==> src/rtl/seq_div_32bit.sv <==
// Multi-cycle restoring divider: one quotient bit per clock behind a start/busy/done handshake.
// Optional macro SEQ_DIV_SIGNED_EN adds signed_op for two's-complement division.
module seq_div_32bit #(
   parameter int WIDTH = 32
) (
   input  logic             clk,
   input  logic             rst,
`ifdef SEQ_DIV_SIGNED_EN
   input  logic             signed_op,
`endif
   input  logic             start,
   input  logic [WIDTH-1:0] dividend,
   input  logic [WIDTH-1:0] divisor,
   output logic             busy,
   output logic             done,
   output logic [WIDTH-1:0] quotient,
   output logic [WIDTH-1:0] remainder,
   output logic             div_by_zero
);

   localparam int CNT_W = $clog2(WIDTH);

   typedef enum logic [1:0] {S_IDLE, S_RUN, S_DONE} state_t;

   state_t           r_state;
   state_t           w_next;
   logic [CNT_W-1:0] r_count;
   logic [WIDTH-1:0] r_rem;
   logic [WIDTH-1:0] r_dvd;
   logic [WIDTH-1:0] r_dvs;
   logic             r_neg_q;
   logic             r_neg_r;

   logic             w_accept;
   logic             w_last;
   logic             w_dvs_zero;
   logic             w_sgn_dvd;
   logic             w_sgn_dvs;
   logic [WIDTH-1:0] w_mag_dvd;
   logic [WIDTH-1:0] w_mag_dvs;
   logic [WIDTH:0]   w_shift;
   logic [WIDTH:0]   w_trial;
   logic             w_fits;
   logic [WIDTH-1:0] w_rem_nx;
   logic [WIDTH-1:0] w_quo_nx;

   function automatic logic [WIDTH-1:0] f_neg(input logic [WIDTH-1:0] v, input logic en);
      return en ? -v : v;
   endfunction

`ifdef SEQ_DIV_SIGNED_EN
   assign w_sgn_dvd = signed_op & dividend[WIDTH-1];
   assign w_sgn_dvs = signed_op & divisor[WIDTH-1];
`else
   assign w_sgn_dvd = 1'b0;
   assign w_sgn_dvs = 1'b0;
`endif

   // Magnitudes are divided unsigned; signs are reapplied on the final step.
   assign w_mag_dvd  = f_neg(dividend, w_sgn_dvd);
   assign w_mag_dvs  = f_neg(divisor, w_sgn_dvs);
   assign w_dvs_zero = (divisor == '0);

   assign w_shift  = {r_rem, r_dvd[WIDTH-1]};
   assign w_trial  = w_shift - {1'b0, r_dvs};
   assign w_fits   = ~w_trial[WIDTH];
   assign w_rem_nx = w_fits ? w_trial[WIDTH-1:0] : w_shift[WIDTH-1:0];
   assign w_quo_nx = {r_dvd[WIDTH-2:0], w_fits};
   assign w_last   = (r_count == CNT_W'(WIDTH - 1));

   always_comb begin
      w_next   = r_state;
      busy     = 1'b0;
      done     = 1'b0;
      w_accept = 1'b0;
      case (r_state)
         S_IDLE: begin
            w_accept = start;
         end
         S_RUN: begin
            busy = 1'b1;
            if (w_last) w_next = S_DONE;
         end
         S_DONE: begin
            done     = 1'b1;
            w_accept = start;
            w_next   = S_IDLE;
         end
         default: w_next = S_IDLE;
      endcase
      if (w_accept) w_next = w_dvs_zero ? S_DONE : S_RUN;
   end

   always_ff @(posedge clk or posedge rst) begin
      if (rst) r_state <= S_IDLE;
      else     r_state <= w_next;
   end

   always_ff @(posedge clk or posedge rst) begin
      if (rst) begin
         r_count     <= '0;
         r_rem       <= '0;
         r_dvd       <= '0;
         r_dvs       <= '0;
         r_neg_q     <= 1'b0;
         r_neg_r     <= 1'b0;
         quotient    <= '0;
         remainder   <= '0;
         div_by_zero <= 1'b0;
      end else if (w_accept) begin
         r_count     <= '0;
         r_rem       <= '0;
         r_dvd       <= w_mag_dvd;
         r_dvs       <= w_mag_dvs;
         r_neg_q     <= w_sgn_dvd ^ w_sgn_dvs;
         r_neg_r     <= w_sgn_dvd;
         div_by_zero <= w_dvs_zero;
         if (w_dvs_zero) begin
            quotient  <= '1;
            remainder <= dividend;
         end
      end else if (r_state == S_RUN) begin
         r_count <= r_count + CNT_W'(1);
         r_rem   <= w_rem_nx;
         r_dvd   <= w_quo_nx;
         if (w_last) begin
            quotient  <= f_neg(w_quo_nx, r_neg_q);
            remainder <= f_neg(w_rem_nx, r_neg_r);
         end
      end
   end

endmodule

==> config.mk <==
export PLATFORM = sky130hd
export DESIGN_NAME = seq_div_32bit
export DESIGN_NICKNAME = d
export VERILOG_FILES = /design/src/rtl/seq_div_32bit.sv
export SDC_FILE = /design/constraint.sdc
export NUM_CORES = 1
export LEC_CHECK = 0
export ABC_AREA = 1
export CORE_UTILIZATION = 35
export CTS_CLUSTER_SIZE = 20
export DETAILED_ROUTE_END_ITERATION = 8
export PLACE_DENSITY = 0.52
export SKIP_LAST_GASP = 1
export SYNTH_ARGS = -nofsm -noshare
export SYNTH_HDL_FRONTEND = slang
export SYNTH_SLANG_ARGS = --single-unit
==> constraint.sdc <==
create_clock -name clk -period 7.6 [get_ports clk]
set_clock_uncertainty 0.15 [all_clocks]
set_input_delay 2.28 -clock clk [delete_from_list [all_inputs] [get_ports clk]]
set_output_delay 2.28 -clock clk [all_outputs]
set_load 0.02 [all_outputs]
==> results.yml <==
status:
  status: "finished, final reports clean"
pwr:
  power.share.combinational_pct: 61.6
  total_switching_power_uw: 3231
  cellInternalPower_uw: 3278
  total_leakage_power_uw: 0.007092
  seq_pwr_share_pct: 24.2
  power_switching_share_pct: 49.63
  powerDensity_nw_per_um2: 509.0
  vdd.ir_drop.worst_mv: 0.2184
  clockPowerShare_pct: 14.3
min_path:
  min_delay_worst_endpoint: "r_dvs[20]"
  worst_min_delay_path_category: "register to register"
  worst_hold_startpoint: "r_dvs[20]"
  timing.hold.worst_path_depth: 2
synthesis:
  yosysTopAreaCell: "dfrtp_1"
  ys_types: 37
  postSynth.topFlopCell: "dfrtp_1"
  synth.yosys.warnings: 0
  synthesis.area_per_instance_sq_um: 6.992
  ys_async_sr_fraction_pct: 100.0
  syn-instance-count: 1513
  mappedNetlistNets: 1615
  postSynthRegisterBits: 168
  synth-edff-count: 0
  synth_sequential_area_ratio_pct: 39.74
  largest_cells_by_area_after_synthesis: "dfrtp_1, nand2_1, inv_1, nand3_1, ha_1"
  synth_top_area_share_pct: 39.74
  synth.cell_area_sq_um: 10580
grt:
  tot_gr_track_use_pct: 19.72
  antenna_violations_before_repair: 0
  number_of_global_route_vias_before_repair: 8938
  grt-ovfl-total: 0
  grt_start_max_net_pins: 97
  first_pass_grt_wire_length_microns: 47600
setup_path:
  rr_startpoint: "r_state[0]"
  timing_worst_setup_path_type: "input pin to register"
  worst_setup_path_end_kind: "register"
  regToRegSetupSlack_ns: 4.48
  worst_r2r_endpoint: "quotient[22]"
  critical_path_peak_fanout: 54
  timing.reg2reg.worst_path_depth: 10
  cp-start-kind: "input pin"
  timing.critical_path.arrival_ns: 5.26
  critical_path_required_ns: 7.71
sta:
  period_minus_slack_ns: 5.154
  maximum_clock_rate_ghz: 0.1940
  setup_repair_after_global_routing_missed_its_margin: "false"
  hold_violations: 0
  final_max_slew_viol_count: 0
  final_min_period_over_clock_period_pct: 67.81
  tightestPinTransition_ns: 1.196
  finalSetupViolations: 0
  max-slew-margin-rel_pct: 20.15
  holdWs_ns: 0.3353
  finalSetupTns_ns: 0
clock_tree:
  clock_sink_count: 168
  tritoncts: "built"
  cts_resized: 0
  ctsHoldBuffers: 0
  htreeDepth: 4
  post_cts_setup_buffer_count: 0
  clock_root_buffer: "clkbuf_16"
  cts-buffers-inserted: 17
  clock_pin_slew_worst_setup_and_hold_paths_ns: 0.07
  clockBufferDepth: 2
  worstSkewPairLatency_ns: 0.44
floorplan:
  floorplan.initialDensity_pct: 35.60
  core_box_area_sq_um: 29720
  design.portCount: 134
  rows: 63
  design.die.area_sq_um: 30930
  chipWidth_microns: 175.9
  dieHeight_microns: 175.9
layout:
  nNetsFinal: 1721
  area_delta_synth_final_pct: 20.89
  num_antenna_cells: 0
  drive_gt1_share_pct: 7.909
route:
  drtPass1Iterations: 5
  postRouteWirelength_microns: 29160
  routed_via_density: 4.630
  drtIter0Drc: 656
  post_drt_wl_per_cell_microns: 14.43
  detail-route-antenna-nets: 0
  remaining_drc_errors: 0
  num_vias: 9358
placed_design:
  gp_congestion: 0.8836
  number_of_port_buffers: 133
  hpwlAfterDp_microns: 21940
flow_run:
  maxCapViolCount: 0
==> cells in the final DEF, fill, tap and decap left out, types with 3 or more instances in the layout <==
master           Yosys  layout
nand3_2             30      30
bufinv_16            0       3
clkdlybuf4s50_1      0     133
o21ai_0             39      39
and2_1               4       4
a31oi_1             32      32
a21oi_1             18      18
clkbuf_16            0      17
nor2_1             110     110
inv_2                5       5
nand4_1             15      15
inv_1              312     311
dfrtp_1            168     168
nor2_2               5       5
nand3_1             93      93
buf_4                0       7
o221ai_1            31      31
xor2_1              14      14
nand2_4              2       3
or2_2               32      32
clkinvlp_4           0       3
nor3_1               3       3
nand2_1            490     488
ha_1                34      34
nand2_2             11      12
==> critical path, cell delays in order <==
cell and delay [ns]:
clkdlybuf4s50_1 0.40, inv_1 0.06, nand4_1 0.12, nor2_1 0.22, nand2_1 0.12, nor2_1 0.29, nand2_1 0.12, nand2_1 0.10
o21ai_2 0.06, buf_4 0.24, inv_2 0.51, buf_4 0.55, a31oi_1 0.15
==> synth_stat cells, drive strengths merged (2+ instances only) <==
library cell and number:
o21ai 40, or2 33, dfrtp 168, nand3 123
a31oi 32, clkbuf 29, and2 4, nand4 15
a21oi 18, nand2 503, xor2 14, nor3 4
o221ai 31, inv 317, buf 23, a21o 2
ha 34, o22ai 2, nor2 116
==> worst max-delay path by stage <==
stage / cells after the start / slack, ns / end / startpoint
3_5_place_dp: 13 / 1.97 / quotient[22] / divisor[30]
4_1_cts: 13 / 2.42 / quotient[22] / divisor[30]
2_1_floorplan: 1 / 0.62 / div_by_zero / rst
6_report: 13 / 2.45 / quotient[22] / divisor[30]
3_3_place_gp: 13 / 2.00 / quotient[0] / divisor[30]
5_1_grt: 14 / 2.14 / quotient[0] / divisor[28]
==> flip-flops by register name (all words and copies together) (netlist names) <==
register     count
r_dvd           32
quotient        32
r_state          2
r_count          5
r_dvs           32
r_rem           32
remainder       32
div_by_zero      1
==> through the flow <==
| step | cells | area (sq um) | util [%] | worst slack [ns] | total power [uW] |
|---|---|---|---|---|---|
| finish | 2021 | 12790 | 43.03 | 2.446 | 6509 |
| global route | 2021 | 12790 | 43.03 | 2.138 | 7170 |
| CTS | 2021 | 12790 | 43.03 | 2.415 | 6556 |
| detailed placement | 1990 | 12170 | 40.95 | 1.965 | 5589 |
| global placement | 1990 | 12170 | 40.95 | 2.003 | 5566 |
| floorplan | 1513 | 10580 | - | 0.6233 | 4478 |
==> per-layer routing <==
metal | wire length (microns) | track usage, % | up-vias
met2 | 12360 | 29.07 | 205
met1 | 15210 | 30.21 | 4290
li1 | - | - | 4848
met4 | 300 | 4.348 | 0
met3 | 1285 | 2.619 | 15
met5 | 0 | 0 | -
==> area by class of cell <==
cell class / instances / area [sq um]
fillers: 3131 / 16930
inverters: 317 / 1195
repair buffers: 140 / 1384
multi-input cells: 975 / 4898
well taps: 390 / 488.0
clock buffers: 19 / 452.9
flip-flops and latches: 168 / 4204
clock inverters: 12 / 166.4
==> power groups by stage <==
stage	sequential (uW)	combinational, uW	clock [uW]
3_3_place_gp	1580	3980	0
3_5_place_dp	1590	4000	0
5_1_grt	1620	4560	987
2_1_floorplan	1700	2770	0
6_report	1570	4010	930
4_1_cts	1570	4030	953
==> kinds of logic (layout without fill, tap and decap cells) <==
group	Yosys count	in the layout	share of synthesized area, %
compound gates	127	127	7.617
xor+xnor	15	15	1.242
fa+ha+maj	35	35	4.211
buf+inv	370	488	14.09
flops	168	168	39.74
simple gates	798	798	33.10
Power figures use the tool's default switching activity.
